--- src/rtl/om_stream_pkg.sv ---
// Shared definitions for the output-memory result streamer: default
// widths matching the bellmanford memories, the unreachable distance
// code and the streamer FSM state encoding.
package om_stream_pkg;

    localparam int          ADDR_W_DEF   = 13;
    localparam int          DATA_W_DEF   = 16;
    localparam logic [15:0] INF_CODE_DEF = 16'hFFFF;

    typedef enum logic [2:0] {
        IDLE   = 3'd0,
        NEG    = 3'd1,
        STREAM = 3'd2,
        FLUSH  = 3'd3,
        DONE   = 3'd4
    } state_t;

endpackage

--- src/rtl/om_out_reg.sv ---
// Output holding register for the result stream.
// Handshake: a word transfers on a rising clock edge where out_valid and
// out_ready are both high; while out_valid is high and out_ready is low the
// register holds every field unchanged and out_valid stays high.
module om_out_reg #(
    parameter int ADDR_W = 13,
    parameter int DATA_W = 16
) (
    input  logic              clock,
    input  logic              reset,
    input  logic              load,
    input  logic              ld_valid,
    input  logic [DATA_W-1:0] ld_data,
    input  logic [ADDR_W-1:0] ld_index,
    input  logic              ld_unreach,
    input  logic              ld_neg,
    input  logic              ld_last,
    input  logic              out_ready,
    output logic              out_valid,
    output logic [DATA_W-1:0] out_data,
    output logic [ADDR_W-1:0] out_index,
    output logic              out_unreach,
    output logic              out_neg,
    output logic              out_last,
    output logic              can_load,
    output logic              fire
);

    assign fire     = out_valid & out_ready;
    assign can_load = ~out_valid | out_ready;

    // Load a new word when told to; otherwise retire the held word on handshake.
    always_ff @(posedge clock or negedge reset) begin
        if (!reset) begin
            out_valid   <= 1'b0;
            out_data    <= '0;
            out_index   <= '0;
            out_unreach <= 1'b0;
            out_neg     <= 1'b0;
            out_last    <= 1'b0;
        end else if (load) begin
            out_valid   <= ld_valid;
            out_data    <= ld_data;
            out_index   <= ld_index;
            out_unreach <= ld_unreach;
            out_neg     <= ld_neg;
            out_last    <= ld_last;
        end else if (fire) begin
            out_valid   <= 1'b0;
        end
    end

endmodule

--- src/rtl/om_result_streamer.sv ---
// Drains the Bellman-Ford output memory as a valid/ready stream once the
// solver finishes, or emits one negative-cycle marker word instead.
// Optional build macro OMRS_SKIP_UNREACH_EN: drop unreachable (INF_CODE)
// words from the stream instead of tagging them.
module om_result_streamer
    import om_stream_pkg::*;
#(
    parameter int                ADDR_W    = ADDR_W_DEF,
    parameter int                DATA_W    = DATA_W_DEF,
    parameter int                NUM_NODES = 8192,
    parameter logic [DATA_W-1:0] INF_CODE  = INF_CODE_DEF
) (
    input  logic              clock,
    input  logic              reset,
    input  logic              finish,
    input  logic              neg_cycle,
    output logic [ADDR_W-1:0] OMAR,
    input  logic [DATA_W-1:0] OMDR,
    output logic              out_valid,
    input  logic              out_ready,
    output logic [DATA_W-1:0] out_data,
    output logic [ADDR_W-1:0] out_index,
    output logic              out_unreach,
    output logic              out_neg,
    output logic              out_last,
    output logic              busy,
    output logic              done,
    output logic [ADDR_W:0]   emit_count,
    output logic [2:0]        state_dbg
);

    localparam logic [ADDR_W-1:0] LAST_ADDR = ADDR_W'(NUM_NODES - 1);

    state_t            state, state_nxt;
    logic              finish_q;
    logic              start;
    logic              keep_word;
    logic              load, ld_valid, ld_unreach, ld_neg, ld_last;
    logic [DATA_W-1:0] ld_data;
    logic [ADDR_W-1:0] ld_index;
    logic              omar_clr, omar_inc, busy_set, busy_clr, count_clr;
    logic              can_load, fire;

    assign start     = finish & ~finish_q;
    assign done      = (state == DONE);
    assign state_dbg = state;

`ifdef OMRS_SKIP_UNREACH_EN
    assign keep_word = (OMDR != INF_CODE);
`else
    assign keep_word = 1'b1;
`endif

    // State register.
    always_ff @(posedge clock or negedge reset) begin
        if (!reset) state <= IDLE;
        else        state <= state_nxt;
    end

    // Next-state and per-cycle control for the sweep.
    always_comb begin
        state_nxt  = state;
        load       = 1'b0;
        ld_valid   = 1'b0;
        ld_data    = OMDR;
        ld_index   = OMAR;
        ld_unreach = (OMDR == INF_CODE);
        ld_neg     = 1'b0;
        ld_last    = (OMAR == LAST_ADDR);
        omar_clr   = 1'b0;
        omar_inc   = 1'b0;
        busy_set   = 1'b0;
        busy_clr   = 1'b0;
        count_clr  = 1'b0;
        case (state)
            IDLE: begin
                if (start) begin
                    busy_set  = 1'b1;
                    count_clr = 1'b1;
                    if (neg_cycle) begin
                        state_nxt  = NEG;
                        load       = 1'b1;
                        ld_valid   = 1'b1;
                        ld_data    = '0;
                        ld_index   = '0;
                        ld_unreach = 1'b0;
                        ld_neg     = 1'b1;
                        ld_last    = 1'b1;
                    end else begin
                        state_nxt = STREAM;
                        omar_clr  = 1'b1;
                    end
                end
            end
            NEG: begin
                if (fire) state_nxt = DONE;
            end
            STREAM: begin
                if (can_load) begin
                    load     = 1'b1;
                    ld_valid = keep_word;
                    if (OMAR == LAST_ADDR) state_nxt = FLUSH;
                    else                   omar_inc  = 1'b1;
                end
            end
            FLUSH: begin
                // Either the final word handshakes now, or it was dropped.
                if (can_load) state_nxt = DONE;
            end
            DONE: begin
                busy_clr  = 1'b1;
                state_nxt = IDLE;
            end
            default: state_nxt = IDLE;
        endcase
    end

    // Finish edge detector, read address counter and busy flag.
    always_ff @(posedge clock or negedge reset) begin
        if (!reset) begin
            finish_q <= 1'b0;
            OMAR     <= '0;
            busy     <= 1'b0;
        end else begin
            finish_q <= finish;
            if (omar_clr)      OMAR <= '0;
            else if (omar_inc) OMAR <= OMAR + ADDR_W'(1);
            if (busy_set)      busy <= 1'b1;
            else if (busy_clr) busy <= 1'b0;
        end
    end

    // Count words handshaken in the current stream.
    always_ff @(posedge clock or negedge reset) begin
        if (!reset)         emit_count <= '0;
        else if (count_clr) emit_count <= '0;
        else if (fire)      emit_count <= emit_count + (ADDR_W + 1)'(1);
    end

    om_out_reg #(
        .ADDR_W (ADDR_W),
        .DATA_W (DATA_W)
    ) u_out_reg (
        .clock       (clock),
        .reset       (reset),
        .load        (load),
        .ld_valid    (ld_valid),
        .ld_data     (ld_data),
        .ld_index    (ld_index),
        .ld_unreach  (ld_unreach),
        .ld_neg      (ld_neg),
        .ld_last     (ld_last),
        .out_ready   (out_ready),
        .out_valid   (out_valid),
        .out_data    (out_data),
        .out_index   (out_index),
        .out_unreach (out_unreach),
        .out_neg     (out_neg),
        .out_last    (out_last),
        .can_load    (can_load),
        .fire        (fire)
    );

endmodule
--- config.mk ---
export PLATFORM = sky130hd
export DESIGN_NAME = om_result_streamer
export DESIGN_NICKNAME = d
export VERILOG_FILES = /design/src/rtl/om_stream_pkg.sv /design/src/rtl/om_out_reg.sv /design/src/rtl/om_result_streamer.sv
export SDC_FILE = /design/constraint.sdc
export NUM_CORES = 1
export LEC_CHECK = 0
export ABC_CLOCK_PERIOD_IN_PS = 2200
export CAP_MARGIN = 0
export CORE_MARGIN = 5
export CORE_UTILIZATION = 47
export DETAILED_ROUTE_END_ITERATION = 6
export PLACE_DENSITY = 0.91
export SLEW_MARGIN = 20
export SYNTH_ARGS = -nofsm -noshare
export SYNTH_HDL_FRONTEND = slang
export SYNTH_SLANG_ARGS = --single-unit
--- constraint.sdc ---
create_clock -name clock -period 2.2 [get_ports clock]
set_input_delay 0.44 -clock clock [delete_from_list [all_inputs] [get_ports clock]]
set_output_delay 0.44 -clock clock [all_outputs]
set_load 0.01 [all_outputs]
==> results of run 1 <==
## logic make-up after synthesis
kind of cell / Yosys count
AOI/OAI and AO/OA: 67
xor gates and xnor gates: 11
adders and majority gates: 2
buffers and inverters: 24
DFF: 65
muxes: 1
and+or+nand+nor: 87
## metal layers
layer  GRT usage (%)  share of wire [%]  vias to the layer above
li1                -                  -                     1163
met1            29.5                 44                     1230
met2            32.2                 47                      114
met3            5.64                7.3                       13
met4            8.79                1.9                        0
met5               0                  0                        -
## per-stage QoR
step | hold WS, ns | utilization (%) | power [mW] | worst slack (ns)
after global placement | 0.415 | 65.7 | 4.24 | -0.0953
after floorplan | 0.144 | - | 3.01 | 0.185
final | 0.0531 | 68.3 | 5.14 | 0.132
after global routing | 0.0750 | 68.3 | 5.46 | 0.0263
after detailed placement | 0.416 | 65.7 | 4.32 | -0.112
after CTS | 0.0491 | 68.3 | 5.18 | 0.0565
## how the worst max path moves through the flow
stage	startpoint	to	slack [ns]	cells past startpoint
6_report	OMAR[1]	OMAR[8]	0.13	6
5_1_grt	OMAR[1]	OMAR[8]	0.03	6
4_1_cts	state_dbg[0]	done	0.06	3
3_5_place_dp	out_ready	OMAR[11]	-0.11	5
3_3_place_gp	out_ready	OMAR[11]	-0.1	5
2_1_floorplan	state_dbg[0]	OMAR[10]	0.19	5
## area by class of cell
class,count,area [um^2],area share [%]
Clock buffer,12,135,3.34
Timing Repair Buffer,101,1010,24.9
Inverter,10,37.5,0.928
Clock inverter,4,20.0,0.495
Tap cell,75,93.8,2.32
Sequential cell,65,1630,40.2
Multi-Input combinational cell,168,1130,27.9
## synthesized netlist by cell type, types with 2 or more instances
| library cell | n | area [um^2] |
|---|---|---|
| a21oi_1 | 11 | 55.1 |
| a22o_1 | 30 | 263 |
| and4_1 | 2 | 17.5 |
| buf_2 | 3 | 15.0 |
| clkbuf_1 | 9 | 33.8 |
| dfrtp_1 | 65 | 1630 |
| ha_1 | 2 | 25.0 |
| inv_1 | 10 | 37.5 |
| nand2_1 | 13 | 48.8 |
| nand3_1 | 9 | 45.0 |
| nand4_1 | 12 | 75.1 |
| nor2_1 | 14 | 52.6 |
| nor3_1 | 14 | 70.1 |
| nor4_1 | 6 | 37.5 |
| o211ai_1 | 3 | 22.5 |
| o21a_1 | 3 | 22.5 |
| o21ai_0 | 5 | 25.0 |
| o21bai_1 | 3 | 22.5 |
| o31ai_1 | 4 | 30.0 |
| or3_1 | 3 | 18.8 |
| or4_1 | 4 | 30.0 |
| xnor2_1 | 7 | 61.3 |
| xor2_1 | 4 | 35.0 |
## worst max-delay path: stages, from the launching register on
cell	delay [ns]
dfrtp_1	0.46
ha_1	0.27
nand3_1	0.13
or4_1	0.45
buf_4	0.18
o31a_2	0.28
o21a_1	0.19
## report_power, final
part           internal, mW  leakage, nW  total [mW]  switching (mW)
sequential             1.59        0.852        1.96           0.377
clock                 0.402       0.0839       0.831           0.429
combinational          1.27        0.787        2.34            1.07
total                  3.26         1.72        5.14            1.88
## state kept, by name (all words and copies together) (netlist names)
register               flops
emit_count                14
u_out_reg.out_index       13
busy                       1
finish_q                   1
u_out_reg.out_data        16
u_out_reg.out_unreach      1
OMAR                      13
u_out_reg.out_valid        1
state_dbg                  3
u_out_reg.out_last         1
u_out_reg.out_neg          1
==> impl_results.md, run 1 <==
* Syn avg cell area at 11.1 um^2
* Final hold violations at 0
* RR Startpoint: OMAR[1]
* CTS buffer count at 9
* R2R setup slack at 0.13 ns
* Synthesized area at 2850 um^2
* Reg-to-Reg End: OMAR[8]
* Cell Pwr Density at 1270 nW/um^2
* Unrepaired setup endpoints after global routing: no
* First DRT Iteration DRCs at 146
* Global route total overflow at 0
* Final Setup Violations at 0
* Ant diodes at 0
* First-pass GRT wire length at roughly 13,000 um
* CP Class: reg2reg
* Leading cell type in the layout, fill and taps excluded: clkdlybuf4s50_1
* Dpl hpwl at between 5000 and 6000 um
* Primary FF master, synth: dfrtp_1
* Wire per inst at 17.5 um
* Via-to-Cell Ratio at 5.79
* Layout cell share with drive strength beyond 1 at about a tenth
* CTS sink count at 65
* Setup bufs post-CTS at 0
* Post-synthesis cell type count at 44
* Most frequent cells in the layout: 83 x clkdlybuf4s50_1, 65 x dfrtp_1, 30 x a22o_1, 14 x nor3_1, 14 x nor2_1
* Io pins at 86
* Post-Synth XOR/XNOR Area at 3.38%
* Vias in the first global route at 2,500
* Proportion of synthesized area in mux cells at 0.351%
* Initial antenna violation count at 0
* Clock buffer depth at 2
* Die X at 87.8 um
* Worst-case reg-to-reg path depth at 6
* Tightest Hold Check Type: in2async
* Mapped Cells at 257
* Slew HR at approximately three fifths
* Syn. warnings at 0
* Clock Pin Slew Worst Setup and Hold Paths at approximately 0.07 ns
* CP Launch Type: register
* Ys async rst share at 100%
* Minimum clock period at 2.07 ns
* Total Wirelength at 7630 um
* Simple-gate portion of the synthesized area at 16.6%
* Filler cell count at 432
* Post-DP Area at a little under 4000 um^2
* Crit end category: register
* Die Ht at 87.8 um
* Hold_buf cts at 0
* Post-CTS Resized at 0
* Post-synth net total at 280
* Worst vdd ir at a little over 0.8 mV
* IO Port Bufs at 85
* Critical Path Fanout Max at 7
* P_leak at 1.72 nW
* EDFF count, synth at 0
* Seq/Total Area, Yosys at 57.1%
* CTS tree: done
* Placed cells at between 400 and 500
* Final Cell Area at 4050 um^2
* Post-route clock period utilization at 94.0%
* Slew Viols, Final at 0
* Clk Latency, worst-skew pair at between 0.3 and 0.4 ns
* H-tree levels at 3
* Largest net degree at the start of global routing at 36
* Fin cells at 435
* Clock root cell: clkbuf_8
* Core Region at 5920 um^2
* Max Cap Violations at 0
* GRT Total Usage at 21.4%
* Layout area overhead at 42.1%
* Combinational family with the most area after synthesis: compound AO/OA/AOI/OAI gates
* Via count at 2,520
* Least-Margin Pin Slew at 0.586 ns
* Status: complete, no violations
* Synth Area in Compound Gates at 18.0%
* Row Count at 28
* Crit path DAT at approximately 2.3 ns
* Initial Utilization at 48.1%
* Fmax at 484 MHz
* Setup tns final at 0 ns
* Die area at 7720 um^2
* Synth Area in Adders at 0.879%
* Final worst clock skew at 0.00446 ns
* Drt pass-1 iters at 4
* Critical Path RT at 2.43 ns
* Yosys reg bits at 65
* Net count, final at 378
* # DRC at 0
* Routed Antenna Nets at 0
* Final RePlAce weighted congestion at roughly 0.86
(Power assumes the default switching activity.)
==> inputs of run 2 (changes only) <==
Settings changed: CORE_UTILIZATION 47 to 48, CTS_BUF_LIST from default to sky130_fd_sc_hd__clkbuf_2, PLACE_DENSITY 0.91 to 0.92, SKIP_CTS_REPAIR_TIMING from default to 1.
==> run 2 against run 1 <==
  * Clock skew grew 0.018 ns
  * Highest routed layer unchanged
  * Total power shrank 4.3%
  * Largest cell class unchanged
  * Flip-flop and latch count is the same
==> impl_results.md, run 2 (same netlist as run 1, synthesis figures left out) <==
* Least-Margin Pin Slew at 0.572 ns (-0.0144 ns)
* GRT Total Usage at 21.0% (-0.41 points)
* Unrepaired setup endpoints after global routing: no
* CTS tree: done
* Setup tns final at 0 ns (unchanged)
* Final hold violations at 0 (unchanged)
* Critical Path Fanout Max at 4 (-3)
* Layout cell share with drive strength beyond 1 at 12.8% (+2.5 points)
* Via-to-Cell Ratio at 5.68 (-2.0%)
* Clock root cell: clkbuf_2
* Die X at 87.0 um (-0.93%)
* Via count at 2,510 (-0.40%)
* Crit end category: register
* Clock buffer depth at 2 (unchanged)
* H-tree levels at 3 (unchanged)
* Layout area overhead at 41.6%
* Row Count at 28 (unchanged)
* Global route total overflow at 0 (unchanged)
* Final core utilization at 68.9% (+0.56 points)
* P_leak at 1.73 nW (+0.63%)
* Post-DP Area at 3930 um^2 (+0.97%)
* Worst vdd ir at 0.856 mV (+4.2%)
* Crit path DAT at 2.51 ns (+0.22 ns)
* Total Power at 4.92 mW (-4.3%)
* CTS buffer count at 9 (unchanged)
* Worst hold slack at 0.471 ns (+0.418 ns)
* Largest regs: u_out_reg.out_data: 16 flops, emit_count: 14 flops
* Drt pass-1 iters at 4 (unchanged)
* Slew Viols, Final at 0 (unchanged)
* Die Ht at 87.0 um (-0.93%)
* Max Cap Violations at 0 (unchanged)
* Final Cell Area at 4030 um^2 (-0.37%)
* Dpl hpwl at 5380 um (+0.52%)
* Initial antenna violation count at 0 (unchanged)
* Routed Antenna Nets at 0 (unchanged)
* Number of flip-flops in the largest register at 16 (unchanged)
* Io pins at 86 (unchanged)
* Largest net degree at the start of global routing at 43 (+19%)
* Core Region at 5850 um^2 (-1.2%)
* Clk Latency, worst-skew pair at 0.47 ns (+0.13 ns)
* Final RePlAce weighted congestion at 0.841 (-1.8%)
* Status: complete, no violations
* Total Wirelength at 7380 um (-3.3%)
* Fmax at 476 MHz (-1.5%)
* Critical Path RT at 2.60 ns (+0.17 ns)
* CP Launch Type: register
* Slew HR at 61.9% (+1.3 points)
* Most frequent cells in the layout: 83 x clkdlybuf4s50_1, 63 x dfrtp_1, 30 x a22o_1, 19 x buf_4, 14 x nor2_1
* Post-route clock period utilization at 95.5% (+1.5 points)
* Vias in the first global route at 2,597 (+3.9%)
* Most flops, register: u_out_reg.out_data
* First DRT Iteration DRCs at 117 (-20%)
* First-pass GRT wire length at 12,500 um (-1.7%)
* Leading cell type in the layout, fill and taps excluded: clkdlybuf4s50_1
* Clock Pin Slew Worst Setup and Hold Paths at 0.17 ns (+0.10 ns)
* CTS sink count at 65 (unchanged)
* Die area at 7570 um^2 (-1.8%)
* Final worst clock skew at 0.0225 ns (+0.0180 ns)
* CP Class: reg2reg
* Minimum clock period at 2.10 ns (+0.0323 ns)
* IO Port Bufs at 85 (unchanged)
* Wire per inst at 16.7 um (-4.9%)
* Ant diodes at 0 (unchanged)
* # DRC at 0 (unchanged)
* Tightest Hold Check Type: in2async
* Initial Utilization at 48.7% (+0.58 points)
* Final Setup Violations at 0 (unchanged)
* Cell Pwr Density at 1220 nW/um^2 (-3.9%)
* Net count, final at 385 (+1.9%)
[run 2: report_power, final]
| group | switching (mW) | leakage, nW | total [mW] | internal [mW] |
|---|---|---|---|---|
| registers | 0.346 | 0.850 | 1.93 | 1.58 |
| logic | 1.11 | 0.824 | 2.44 | 1.33 |
| clock network | 0.396 | 0.0606 | 0.542 | 0.146 |
| total | 1.85 | 1.73 | 4.92 | 3.06 |
[run 2: per-layer routing]
layer  global-route usage (%)  routed length [um]
met1                     28.9                3290
met2                     32.4                3540
met3                     4.73                 473
met4                     7.93                  78
met5                        0                   0
[run 2: worst paths after layout]
kind / slack [ns] / to / startpoint / cells after the start
max in group asynchronous: 1.09 / u_out_reg.out_unreach / reset / 3
min in group clock: 0.52 / u_out_reg.out_last / u_out_reg.out_last / 1
max reg2reg: 0.1 / OMAR[6] / state_dbg[2] / 7
max: 0.1 / OMAR[6] / state_dbg[2] / 7
min: 0.47 / busy / reset / 2
min reg2reg: 0.52 / u_out_reg.out_last / u_out_reg.out_last / 1
[run 2: final cells by class]
class / count / area, um^2
clock inverters: 5 / 22.5
repair buffers: 108 / 1060
multi-input cells: 168 / 1130
clock buffers: 11 / 55.1
flip-flops and latches: 65 / 1630
inverters: 10 / 37.5
fillers: 450 / 1820
well taps: 75 / 93.8
[run 2: metrics by stage]
stage / cells / setup WS [ns]
after floorplan: 257 / 0.185
after global placement: 424 / -0.0723
after detailed placement: 424 / -0.112
after CTS: 440 / -0.187
after global routing: 442 / 0.0502
final: 442 / 0.0995
[run 2: worst max-delay path: stages (launching register included)]
cell and delay [ns]:
dfrtp_1 0.41, buf_4 0.15, or2_4 0.25, or4_1 0.56, buf_4 0.18, buf_4 0.14, nor3_1 0.17, mux2i_1 0.20
==> inputs of run 3 (changes only) <==
Settings changed: ABC_AREA from default to 1, CORE_UTILIZATION 48 to 50, PLACE_DENSITY 0.92 to 0.94.
==> run 3 against run 2 <==
  * Synthesized area is 9.8% higher
  * Cell area is 5.9% higher
  * Clock skew is 0.0046 ns lower
  * Critical path type is now reg2out
  * Largest cell class unchanged
==> impl_results.md, run 3 <==
* Most frequent cells in the layout: 150 x nand2_1, 83 x clkdlybuf4s50_1, 63 x dfrtp_1, 34 x nor2_1, 31 x inv_1
* Clock root cell: clkbuf_2
* First-pass GRT wire length at 13,800 um (+11%)
* Die area at 7940 um^2 (+4.8%)
* Critical Path RT at 1.76 ns (-0.84 ns)
* Post-synth net total at 410 (+46%)
* Io pins at 86 (unchanged)
* Ys async rst share at 100% (unchanged)
* Final Setup Violations at 0 (unchanged)
* Final worst clock skew at 0.0179 ns (-0.00460 ns)
* Seq pwr share at 37.6% (-1.7 points)
* Core Region at 5990 um^2 (+2.4%)
* CP peak stage delay at 0.60 ns (+0.04 ns)
* Layout area overhead at 36.4%
* Synthesized area at 3130 um^2 (+9.8%)
* Total Wirelength at 8100 um (+9.8%)
* GRT Total Usage at 22.5% (+1.5 points)
* Final hold violations at 0 (unchanged)
* Largest net degree at the start of global routing at 66 (+53%)
* Clock buffer depth at 2 (unchanged)
* Most flops, register: u_out_reg.out_data
* Fmax at 474 MHz (-0.47%)
* R2R setup slack at 0.42 ns (+0.32 ns)
* Clk Latency, worst-skew pair at 0.50 ns (+0.03 ns)
* CTS sink count at 65 (unchanged)
* Count leader, synth: nand2_1
* Synth top area share at 52.0% (-5.1 points)
* Via count at 2,987 (+19%)
* # DRC at 0 (unchanged)
* Placement Setup Slack at 0.106 ns (+0.218 ns)
* Max Cap Violations at 0 (unchanged)
* Row Count at 28 (unchanged)
* Net count, final at 508 (+32%)
* CP Launch Type: register
* Leading cell type in the layout, fill and taps excluded: nand2_1
* Hold Path Cell Cnt at 1
* H-tree levels at 3 (unchanged)
* Crit end category: output port
* Global route total overflow at 0 (unchanged)
* P_leak at 2.08 nW (+20%)
* Setup WS post-layout at 0.0896 ns (-0.00993 ns)
* Syn avg cell area at 8.08 um^2 (-27%)
* Via-to-Cell Ratio at 5.29 (-6.9%)
* Crit path DAT at 1.67 ns (-0.84 ns)
* Final RePlAce weighted congestion at 0.847 (+0.69%)
* Number of flip-flops in the largest register at 16 (unchanged)
* Switching share of power at 39.5% (+1.8 points)
* Layout cell share with drive strength beyond 1 at 8.98% (-3.8 points)
* Yosys reg bits at 65 (unchanged)
* Status: complete, no violations
* CP bufs+invs at 1 (-2)
* Slew Viols, Final at 0 (unchanged)
* CTS tree: done
* Clock power frac at 17.9% (+6.9 points)
* CP Cell Sequence: clkdlybuf4s50_1
* Mapped Cells at 387 (+51%)
* Worst-case reg-to-reg path depth at 9 (+2)
* Clock Pin Slew Worst Setup and Hold Paths at 0.20 ns (+0.03 ns)
* Worst vdd ir at 0.691 mV (-19%)
* Pint at 2.82 mW (-7.9%)
* Critical path's slowest cell: clkdlybuf4s50_1
* Initial Utilization at 52.2% (+3.5 points)
* Vias in the first global route at 3,006 (+16%)
* Largest regs: u_out_reg.out_data: 16 flops, emit_count: 14 flops
* Tightest Hold Check Type: in2reg
* Unrepaired setup endpoints after global routing: no
* Die Ht at 89.1 um (+2.4%)
* Initial antenna violation count at 0 (unchanged)
* Seq/Total Area, Yosys at 52.0% (-5.1 points)
* Primary FF master, synth: dfrtp_1
* Critical Path Fanout Max at 7 (+3)
* Routed Antenna Nets at 0 (unchanged)
* Minimum clock period at 2.11 ns (+0.00993 ns)
* Final core utilization at 71.2% (+2.3 points)
* Cell taking the most area after synthesis: dfrtp_1
* Slew HR at 75.4% (+14 points)
* Critical path depth at 1 (-6)
* Filler cell count at 443 (-1.6%)
* Post-synthesis cell type count at 30 (-32%)
* Die X at 89.1 um (+2.4%)
* Area of the multi-input gates at 1320 um^2 (+17%)
* EDFF count, synth at 0 (unchanged)
* Post-route clock period utilization at 95.9% (+0.45 points)
* Synth top area cells: dfrtp_1 52%, nand2_1 18%, nor2_1 4.1%, inv_1 3.7%, nand3_1 3.5%
* First DRT Iteration DRCs at 190 (+62%)
* CTS buffer count at 9 (unchanged)
* Commonest cells post-synth: 150 x nand2_1, 65 x dfrtp_1, 34 x nor2_1
* IO Port Bufs at 85 (unchanged)
* Drt pass-1 iters at 5 (+1)
* Least-Margin Pin Slew at 0.367 ns (-0.204 ns)
* Wire per inst at 14.3 um (-14%)
* Net switching power figure at 1.84 mW (-0.61%)
* Reg area at 1630 um^2 (unchanged)
* Syn. warnings at 0 (unchanged)
* Dpl hpwl at 5900 um (+9.7%)
* Comb pwr share at 44.5% (-5.2 points)
* CP Class: reg2out
* Cell Pwr Density at 1090 nW/um^2 (-10%)
* Crit path max-delay family: buffers and inverters
* Ant diodes at 0 (unchanged)
==> run 3: cell types whose count changed in the layout (fill, tap and decap cells not counted), sizes merged, moves of 4 or more <==
cell and delta:
or3 -4, nor4 -6, a22o -30, buf -12
nand3 +14, nand2 +140, o21ai +13, a21oi -4
xnor2 -7, nor3 -7, inv +22, nor2 +30
or4 -4
==> run 3: stage by stage <==
step	hold WS (ns)	instances	setup TNS, ns	power (mW)	cell area, um^2
after CTS	-0.130	561	-0.213	4.65	4230
after global routing	0.346	565	0	4.97	4270
after detailed placement	0.462	545	0	3.80	4090
after global placement	0.455	545	0	3.71	4090
final	0.389	565	0	4.66	4270
after floorplan	0.144	387	0	2.82	3130
==> run 3: metal layers <==
layer / track usage (%) / routed length (um) / vias to the layer above
met3: 5.07 / 658 / 23
met1: 27.8 / 3190 / 1391
met2: 38.2 / 4060 / 144
li1: - / - / 1429
met4: 8.93 / 194 / 0
met5: 0 / 0 / -
==> run 3: logic make-up (layout without fill, tap and decap cells) <==
| group | count (synthesis) | after routing | synth area share, % |
|---|---|---|---|
| adders and majority gates | 2 | 2 | 0.800 |
| AOI/OAI and AO/OA | 30 | 30 | 5.12 |
| and+or+nand+nor | 244 | 244 | 35.0 |
| DFF | 65 | 65 | 52.0 |
| xor gates and xnor gates | 4 | 4 | 1.12 |
| buffers and inverters | 42 | 145 | 5.96 |
==> run 3: layout make-up <==
cell class / instances / share of cell area (%)
sequential: 65 / 38.2
multi-input combinational: 280 / 30.9
timing repair buffer: 96 / 22.5
inverter: 33 / 2.96
clock inverter: 7 / 2.23
tap: 75 / 2.20
clock buffer: 9 / 1.06
==> run 3: worst paths after layout <==
path                                   startpoint                endpoint
max                                       OMAR[2]                 OMAR[2]
max reg2reg                               OMAR[0]                OMAR[10]
max in group asynchronous                   reset            state_dbg[1]
min in group asynchronous                   reset   u_out_reg.out_data[5]
min reg2reg                u_out_reg.out_data[13]  u_out_reg.out_data[13]
min                                        finish                finish_q
==> run 3: power by group through the flow <==
stage | logic (mW) | registers (mW) | clock network [mW]
6_report | 2.08 | 1.75 | 0.836
5_1_grt | 2.26 | 1.80 | 0.911
4_1_cts | 2.04 | 1.75 | 0.856
3_5_place_dp | 2.03 | 1.78 | 0
3_3_place_gp | 1.95 | 1.75 | 0
2_1_floorplan | 0.956 | 1.86 | 0
